## config.mk

```make
export PLATFORM = sky130hd
export DESIGN_NAME = bip_program_loader
export DESIGN_NICKNAME = d
export VERILOG_FILES = /design/src/rtl/bip_program_loader_pkg.sv /design/src/rtl/bip_byte_timer.sv /design/src/rtl/bip_program_loader.sv
export SDC_FILE = /design/constraint.sdc
export NUM_CORES = 1
export LEC_CHECK = 0
export CORE_MARGIN = 1
export CORE_UTILIZATION = 56
export CTS_CLUSTER_DIAMETER = 40
export DETAILED_ROUTE_END_ITERATION = 8
export PLACE_DENSITY_LB_ADDON = 0.25
export RECOVER_POWER = 25
export SLEW_MARGIN = 40
export SYNTH_ARGS = -nofsm -noshare
export SYNTH_HDL_FRONTEND = slang
export SYNTH_SLANG_ARGS = --single-unit
```

## constraint.sdc

```tcl
create_clock -name i_clk -period 4.25 [get_ports i_clk]
set_clock_uncertainty 0.05 [all_clocks]
set_input_delay 0.85 -clock i_clk [delete_from_list [all_inputs] [get_ports i_clk]]
set_output_delay 0.85 -clock i_clk [all_outputs]
set_load 0.03 [all_outputs]
```

## src/rtl/bip_program_loader_pkg.sv

```systemverilog
// Shared definitions for the BIP program loader:
//   - BIP opcode constants (5-bit opcode field of an instruction word)
//   - loader FSM state type
//   - clogb2: bits needed to hold a value (minimum 1)
package bip_program_loader_pkg;

  localparam logic [4:0] OP_HALT = 5'b00000;
  localparam logic [4:0] OP_STO  = 5'b00001;
  localparam logic [4:0] OP_LD   = 5'b00010;
  localparam logic [4:0] OP_LDI  = 5'b00011;
  localparam logic [4:0] OP_ADD  = 5'b00100;
  localparam logic [4:0] OP_ADDI = 5'b00101;
  localparam logic [4:0] OP_SUB  = 5'b00110;
  localparam logic [4:0] OP_SUBI = 5'b00111;

  typedef enum logic [2:0] {
    ST_WAIT_HI,
    ST_WAIT_LO,
    ST_WRITE,
    ST_DONE,
    ST_ERROR
  } loader_state_e;

  function automatic int unsigned clogb2(input int unsigned value);
    int unsigned v;
    int unsigned bits;
    v    = value;
    bits = 0;
    while (v > 0) begin
      bits = bits + 1;
      v    = v >> 1;
    end
    return (bits == 0) ? 1 : bits;
  endfunction

endpackage

```

## src/rtl/bip_byte_timer.sv

```systemverilog
// Inter-byte timeout counter for the program loader.
//   i_clk      clock
//   i_rst      synchronous reset, active-high
//   i_clear    force count to zero (has priority over i_enable)
//   i_enable   advance count by one
//   o_expired  count has reached TIMEOUT_CYC-1
module bip_byte_timer #(
  parameter int unsigned TIMEOUT_CYC = 50000
) (
  input  logic i_clk,
  input  logic i_rst,
  input  logic i_clear,
  input  logic i_enable,
  output logic o_expired
);

  localparam int unsigned NB_CNT = (TIMEOUT_CYC > 1) ? $clog2(TIMEOUT_CYC) : 1;

  logic [NB_CNT-1:0] count_q;
  logic [NB_CNT-1:0] count_d;

  assign o_expired = (count_q == NB_CNT'(TIMEOUT_CYC - 1));

  always_comb begin
    count_d = count_q;
    if (i_clear) begin
      count_d = '0;
    end else if (i_enable && !o_expired) begin
      count_d = count_q + 1'b1;
    end
  end

  always_ff @(posedge i_clk) begin
    if (i_rst) begin
      count_q <= '0;
    end else begin
      count_q <= count_d;
    end
  end

endmodule

```

## src/rtl/bip_program_loader.sv

```systemverilog
// BIP program loader: packs a UART byte stream (high byte first) into
// instruction words and writes them to instruction memory from address 0.
// The CPU is held in reset until a HALT word (opcode 0) has been written.
//   i_clk / i_rst        clock, synchronous active-high reset
//   i_rx_data/i_rx_valid received byte and its one-cycle strobe
//   i_reload             one-cycle strobe, restart loading at address 0
//   o_ins_wr_en/addr/data instruction memory write port
//   o_cpu_rst            CPU reset, high unless a program is loaded
//   o_done               program loaded, CPU released
//   o_error              memory filled without a HALT word
module bip_program_loader
  import bip_program_loader_pkg::*;
#(
  parameter  int unsigned NB_BITS       = 16,
  parameter  int unsigned INS_MEM_DEPTH = 2048,
  parameter  int unsigned NB_SIGX       = 11,
  parameter  int unsigned TIMEOUT_CYC   = 50000,
  localparam int unsigned NB_ADDR       = clogb2(INS_MEM_DEPTH - 1)
) (
  input  logic               i_clk,
  input  logic               i_rst,
  input  logic [7:0]         i_rx_data,
  input  logic               i_rx_valid,
  input  logic               i_reload,
  output logic               o_ins_wr_en,
  output logic [NB_ADDR-1:0] o_ins_wr_addr,
  output logic [NB_BITS-1:0] o_ins_wr_data,
  output logic               o_cpu_rst,
  output logic               o_done,
  output logic               o_error
);

  loader_state_e state_q, state_d;

  logic [7:0]                 hi_q, hi_d;
  logic [NB_ADDR-1:0]         wr_addr_q, wr_addr_d;
  logic [NB_BITS-1:0]         wr_data_q, wr_data_d;
  logic                       wr_en_q, wr_en_d;
  logic                       cpu_rst_q, cpu_rst_d;
  logic                       done_q, done_d;
  logic                       error_q, error_d;
  logic [NB_BITS-NB_SIGX-1:0] opcode;

  logic timer_clear;
  logic timer_enable;
  logic timer_expired;

  assign opcode = wr_data_q[NB_BITS-1:NB_SIGX];

  // Timer sits at zero outside WAIT_LO, so it starts fresh with each high byte.
  assign timer_clear  = (state_q != ST_WAIT_LO);
  assign timer_enable = (state_q == ST_WAIT_LO) && !i_rx_valid && !i_reload;

  bip_byte_timer #(
    .TIMEOUT_CYC (TIMEOUT_CYC)
  ) u_byte_timer (
    .i_clk     (i_clk),
    .i_rst     (i_rst),
    .i_clear   (timer_clear),
    .i_enable  (timer_enable),
    .o_expired (timer_expired)
  );

  // State register (plus packer/address datapath)
  always_ff @(posedge i_clk) begin
    if (i_rst) begin
      state_q   <= ST_WAIT_HI;
      hi_q      <= '0;
      wr_addr_q <= '0;
      wr_data_q <= '0;
      wr_en_q   <= 1'b0;
      cpu_rst_q <= 1'b1;
      done_q    <= 1'b0;
      error_q   <= 1'b0;
    end else begin
      state_q   <= state_d;
      hi_q      <= hi_d;
      wr_addr_q <= wr_addr_d;
      wr_data_q <= wr_data_d;
      wr_en_q   <= wr_en_d;
      cpu_rst_q <= cpu_rst_d;
      done_q    <= done_d;
      error_q   <= error_d;
    end
  end

  // Next-state and datapath
  always_comb begin
    state_d   = state_q;
    hi_d      = hi_q;
    wr_addr_d = wr_addr_q;
    wr_data_d = wr_data_q;
    if (i_reload) begin
      state_d   = ST_WAIT_HI;
      wr_addr_d = '0;
    end else begin
      unique case (state_q)
        ST_WAIT_HI: begin
          if (i_rx_valid) begin
            hi_d    = i_rx_data;
            state_d = ST_WAIT_LO;
          end
        end
        ST_WAIT_LO: begin
          if (i_rx_valid) begin
            wr_data_d = NB_BITS'({hi_q, i_rx_data});
            state_d   = ST_WRITE;
          end else if (timer_expired) begin
            state_d = ST_WAIT_HI;
          end
        end
        ST_WRITE: begin
          if (opcode == OP_HALT) begin
            state_d = ST_DONE;
          end else if (wr_addr_q == NB_ADDR'(INS_MEM_DEPTH - 1)) begin
            state_d = ST_ERROR;
          end else begin
            wr_addr_d = wr_addr_q + 1'b1;
            state_d   = ST_WAIT_HI;
          end
        end
        ST_DONE:  state_d = ST_DONE;
        ST_ERROR: state_d = ST_ERROR;
        default:  state_d = ST_WAIT_HI;
      endcase
    end
  end

  // Outputs are decoded from the next state so the flops line up with it.
  always_comb begin
    wr_en_d   = (state_d == ST_WRITE);
    cpu_rst_d = (state_d != ST_DONE);
    done_d    = (state_d == ST_DONE);
    error_d   = (state_d == ST_ERROR);
  end

  assign o_ins_wr_en   = wr_en_q;
  assign o_ins_wr_addr = wr_addr_q;
  assign o_ins_wr_data = wr_data_q;
  assign o_cpu_rst     = cpu_rst_q;
  assign o_done        = done_q;
  assign o_error       = error_q;

endmodule

```

==> results of run 1 <==
-- layer usage --
layer | vias up | share of wire, %
met1 | 976 | 43
met2 | 60 | 49
met4 | 0 | 1.8
met3 | 13 | 5.8
li1 | 1042 | -
met5 | - | 0
-- flip-flops by register name, summed over array words and instances, names as in the netlist --
name                  count
o_error                   1
o_ins_wr_data            16
o_done                    1
o_ins_wr_en               1
o_cpu_rst                 1
state_q                   3
hi_q                      8
u_byte_timer.count_q     16
o_ins_wr_addr            11
-- worst max-delay path by stage --
stage / slack [ns] / cells after the start / end
final: 1.26 / 5 / state_q[1]
after floorplan: 2.18 / 5 / u_byte_timer.count_q[7]
after detailed placement: 1.53 / 6 / u_byte_timer.count_q[3]
after CTS: 1.87 / 1 / o_ins_wr_addr[0]
after global routing: 0.95 / 6 / o_cpu_rst
after global placement: 1.55 / 6 / u_byte_timer.count_q[7]
-- synthesized netlist by cell type, drive strengths merged (3+ instances only) --
library cell and n:
nand3 17, a21oi 23, xnor2 8, dfxtp 58
and3 7, clkbuf 7, or3 5, mux2i 10
nor2 37, nand2 47, o21ai 6, o21a 3
nand4 6, nor3 8, inv 4, xor2 8
-- area by class of cell --
| type | count | area [sq um] |
|---|---|---|
| clock inverter | 4 | 20.0 |
| sequential | 58 | 1160 |
| clock buffer | 11 | 131 |
| tap | 50 | 62.6 |
| fill | 320 | 1060 |
| inverter | 5 | 18.8 |
| multi-input combinational | 206 | 1180 |
| timing repair buffer | 43 | 424 |
-- where the power goes --
| part | switching (W) | total (W) | internal, W |
|---|---|---|---|
| registers | 0.00000389 | 0.000554 | 0.000550 |
| logic | 0.0000278 | 0.0000490 | 0.0000212 |
| clock network | 0.000200 | 0.000404 | 0.000204 |
-- stage by stage --
stage / area [sq um] / setup WS [ns]
2_1_floorplan: 2400 / 2.18
3_3_place_gp: 2860 / 1.55
3_5_place_dp: 2860 / 1.53
4_1_cts: 3010 / 1.87
5_1_grt: 3000 / 0.954
6_report: 3000 / 1.26
-- tightest hold or removal path, stage by stage (launching register included) --
cell,delay [ns]
dfxtp_1,0.31
nand2_1,0.05
a21oi_1,0.05
-- kinds of logic (layout without fill, tap and decap cells) --
| logic type | after synthesis | after routing | synth area share (%) |
|---|---|---|---|
| mux | 10 | 10 | 4.17 |
| simple gates | 140 | 140 | 28.7 |
| flops | 58 | 58 | 48.4 |
| fa+ha+maj | 2 | 2 | 1.04 |
| compound gates | 38 | 38 | 9.59 |
| xor+xnor | 16 | 16 | 5.84 |
| buf+inv | 14 | 63 | 2.29 |
==> summary.txt, run 1 <==
Synth
  • Mapped Area: 2400 sq um
  • Syn_area_per_cell: 8.64 sq um
  • Mapped Cells: 278
  • Async set or reset register ratio after synthesis: 0%
  • Top-area cell type share of the netlist area: 48.4%
  • Post-synth net total: 292
  • Synth warn: 0
  • Synth cell types: 39
  • Cell taking the most area after synthesis: dfxtp_1
  • FF+latch count, synth: 58
  • Largest cells by area after synthesis: dfxtp_1 (48%), nand2_1 (7.2%), nor2_1 (5.8%), a21oi_1 (4.8%), mux2i_1 (4.2%)
  • Register area share after synthesis: 48.4%
  • Number of flops mapped to enable cells by yosys: 0
  • Main synth FF type: dfxtp_1

GRT
  • Vias in the first global route: 1955
  • First-pass GRT wire length: 8520 microns
  • Met2 usage: 41.2%
  • Met1 usage: 28.9%
  • Global routing's busiest layer: met2
  • Initial antenna violation count: 0
  • GRT Total Usage: 25.6%
  • Largest net degree at the start of global routing: 29
  • Global Route met3 Usage: 11.0%
  • Gr ovfl total: 0

Detailed routing
  • ANT nets after route: 0
  • Final WL: 5100 microns
  • Vias: 2091
  • Initial DRC count: 95
  • Wire length per cell: 13.5 microns
  • Via/cell ratio: 5.55
  • Drt first pass iters: 4
  • DR DRC count: 0

STA
  • RSZ-0062 raised after global routing: no
  • Relative slew slack: 24.8%
  • Final setup vio count: 0
  • Minimum clock period: 2.99 ns
  • Final hold violation count: 0
  • Setup TNS: 0 ns
  • F_max: 334 MHz
  • Fin crit share: 70.3%
  • Slew @ Worst Pin: 1.13 ns
  • Min Hold Slack: 0.405 ns
  • Final Max Slew Viols: 0

Floorplanning
  • Chip Width: 67.5 microns
  • Placeable Area: 4060 sq um
  • Die H: 67.5 microns
  • Number of I/O pins: 43
  • Row count: 23
  • Die area: 4550 sq um
  • Starting Density: 59.2%

Clocking
  • # hold bufs at CTS: 0
  • CTS H-tree depth: 3
  • Post-CTS setup buffers: 0
  • Clock sinks: 58
  • Clk root buf: clkbuf_8
  • CTS resizes: 0
  • CTS max path bufs: 2
  • Worst skew pair latency: 0.33 ns
  • Clk slew on worst S/H paths: 0.06 ns
  • Total CTS buffers: 9
  • TritonCTS clock tree: done

Hold path
  • Hold path depth: 2
  • Hold_sp: hi_q[7]
  • Hold crit path type: flop to flop
  • Hold endpoint: o_ins_wr_data[15]

Final layout
  • Diodes inserted: 0
  • Layout cells sized above 1: 5.81%
  • Final Util: 73.8%
  • Final-stage net count: 337
  • Final Instance Count excl. Fillers: 377
  • Commonest cells after routing, fill and taps aside: dfxtp_1 (58), nand2_1 (46), clkdlybuf4s50_1 (38), nor2_1 (37), a21oi_1 (23)
  • Most common cell after layout, fill and taps aside: dfxtp_1
  • Layout area overhead: 24.8%

Worst setup path
  • CP Launch Point: i_rst
  • CP cell instances: dlygate4sd3_1, clkbuf_1, or2_0, a211o_1, clkinv_1
  • Depth of the most critical reg-to-reg path: 5
  • CP Data Required Time: 4.42 ns
  • Cell family with most CP delay: buffers and inverters
  • Largest stage delay on the critical path: 0.83 ns
  • Worst-path fanout max: 28
  • Reg2reg start: state_q[1]
  • CP Launch Type: input pin
  • CP Capture Type: flop
  • Crit Reg-Reg Endpoint: o_ins_wr_addr[9]
  • Slack of the worst reg-to-reg path: 2.33 ns
  • Worst Path Buf+Inv: 3
  • Critical Path AT: 3.16 ns
  • CP max stage cell: clkbuf_1
  • Critical path class: input pin to flop

Placement
  • Placer Congestion: 0.813
  • Post-DP HPWL: 3480 microns
  • Port-buffer cells: 42
  • Placed cells: 362

Pwr
  • Max VDD drop: 0.298 mV
  • Pwr Total: 0.00101 W
  • Pleak: 1.09 nW
  • PwrDens: 336 nW/um^2

Run status
  • Outcome: complete, no violations

Job
  • Maxcap violations: 0
No activity file was read; power rests on OpenSTA's default activity.
==> run 2, diff against run 1 <==
--- a/config.mk
+++ b/config.mk
@@ -6,7 +6,7 @@
 export NUM_CORES = 1
 export LEC_CHECK = 0
 export CORE_MARGIN = 1
-export CORE_UTILIZATION = 56
+export CORE_UTILIZATION = 52
 export CTS_CLUSTER_DIAMETER = 40
 export DETAILED_ROUTE_END_ITERATION = 8
 export PLACE_DENSITY_LB_ADDON = 0.25
==> constraint.sdc (replaced) <==
create_clock -name i_clk -period 3 [get_ports i_clk]
set_clock_uncertainty 0.05 [all_clocks]
set_input_delay 0.6 -clock i_clk [delete_from_list [all_inputs] [get_ports i_clk]]
set_output_delay 0.6 -clock i_clk [all_outputs]
set_load 0.03 [all_outputs]
==> run 2 against run 1 <==
First-iteration DRC count grew 13%. Final area grew 1.0%. Die area grew 7.5%. Via count shrank 1.4%.
==> summary.txt, run 2 (synthesis gave the netlist of run 1 again) <==
STA
  • Setup TNS: 0 ns
  • Slew @ Worst Pin: 0.770 ns
  • Relative slew slack: 48.6%
  • RSZ-0062 raised after global routing: no
  • F_max: 398 MHz
  • Minimum clock period: 2.51 ns
  • Final setup vio count: 0
  • Min Hold Slack: 0.405 ns
  • Final Max Slew Viols: 0
  • Final hold violation count: 0
  • Fin crit share: 83.7%

Pwr
  • Pleak: 1.12 nW
  • Max VDD drop: 0.325 mV
  • PwrDens: 523 nW/um^2

Job
  • Maxcap violations: 0

Detailed routing
  • Initial DRC count: 107
  • ANT nets after route: 0
  • Vias: 2062
  • DR DRC count: 0
  • Via/cell ratio: 5.44
  • Wire length per cell: 13.4 microns
  • Final WL: 5070 microns
  • Drt first pass iters: 4

Placement
  • Post-DP HPWL: 3470 microns
  • Placed Area: 2860 sq um
  • Placer Congestion: 0.843
  • Port-buffer cells: 42
  • Placed cells: 364

Worst setup path
  • CP Data Required Time: 3.20 ns
  • Critical Path AT: 2.72 ns
  • CP cell instances: dlygate4sd3_1, nor4b_1, and2_0, o21ai_2, or3_1, a21oi_1
  • Slack of the worst reg-to-reg path: 0.99 ns
  • Reg2reg start: state_q[2]
  • CP Launch Type: input pin
  • Worst-path fanout max: 10
  • Crit Reg-Reg Endpoint: u_byte_timer.count_q[3]
  • CP Capture Type: flop
  • Termination of the worst setup path: u_byte_timer.count_q[3]
  • CP Launch Point: i_reload
  • Critical path class: input pin to flop
  • CP max stage cell: dlygate4sd3_1
  • Depth of the most critical reg-to-reg path: 5
  • Largest stage delay on the critical path: 0.58 ns

GRT
  • Initial antenna violation count: 0
  • GRT Total Usage: 22.2%
  • First-pass GRT wire length: 8540 microns
  • Vias in the first global route: 1886
  • Largest net degree at the start of global routing: 26
  • Gr ovfl total: 0

Clocking
  • # hold bufs at CTS: 0
  • CTS resizes: 0
  • Clock sinks: 58
  • CTS max path bufs: 2
  • Worst skew pair latency: 0.33 ns
  • Post-CTS setup buffers: 0
  • TritonCTS clock tree: done
  • CTS H-tree depth: 3
  • Total CTS buffers: 9
  • Clk root buf: clkbuf_8
  • Clk slew on worst S/H paths: 0.06 ns

Final layout
  • Diodes inserted: 0
  • Final Util: 69.0%
  • Final instance area: 3030 sq um
  • Commonest cells after routing, fill and taps aside: dfxtp_1 (58), nand2_1 (47), nor2_1 (37), clkdlybuf4s50_1 (37), a21oi_1 (23)
  • Layout cells sized above 1: 5.50%
  • Most common cell after layout, fill and taps aside: dfxtp_1
  • Layout area overhead: 26.1%
  • Final-stage net count: 337
  • Final Instance Count excl. Fillers: 379

Floorplanning
  • Die area: 4890 sq um
  • Row count: 24
  • Starting Density: 54.8%
  • Chip Width: 70.0 microns
  • Placeable Area: 4380 sq um
  • Die H: 70.0 microns
  • Number of I/O pins: 43

Hold path
  • Hold_sp: o_ins_wr_data[6]
  • Hold crit path type: flop to flop

Run status
  • Outcome: complete, no violations
-- run 2: area by class of cell --
| class | count | area (sq um) |
|---|---|---|
| clock inverter | 2 | 35.0 |
| fill | 359 | 1360 |
| sequential | 58 | 1160 |
| timing repair buffer | 43 | 428 |
| inverter | 5 | 18.8 |
| multi-input combinational | 206 | 1150 |
| tap | 52 | 65.1 |
| clock buffer | 13 | 169 |
-- run 2: report_power, final --
group          internal [W]  switching [W]  total (W)
sequential         0.000779     0.00000514   0.000784
clock              0.000446       0.000285   0.000731
combinational     0.0000297      0.0000377  0.0000674
total               0.00125       0.000328    0.00158
-- run 2: worst min-delay path by stage --
stage	end	cells after the start	slack, ns
detailed placement	o_ins_wr_data[9]	2	0.40
CTS	o_ins_wr_data[13]	2	0.41
finish	o_ins_wr_data[6]	2	0.41
global placement	o_ins_wr_data[14]	2	0.39
floorplan	o_ins_wr_data[10]	2	0.38
global route	o_ins_wr_data[10]	2	0.43
-- run 2: worst max-delay path: cells and delay by family --
kind,cells,cell delay [ns]
AOI/OAI and AO/OA,2,0.31
buffers and inverters,1,0.58
and+or+nand+nor,3,1.23
-- run 2: layer usage --
layer  vias to the layer above  wire (microns)  GRT usage, %
li1                       1045               -             -
met1                       959            2390          27.0
met2                        52            2370          35.4
met3                         6             246          8.66
met4                         0              62          8.67
met5                         -               0             0
-- run 2: through the flow --
stage	power (W)	setup slack (ns)
2_1_floorplan	0.000841	1.18
3_3_place_gp	0.000869	0.570
3_5_place_dp	0.000871	0.527
4_1_cts	0.00160	0.832
5_1_grt	0.00164	0.386
6_report	0.00158	0.490
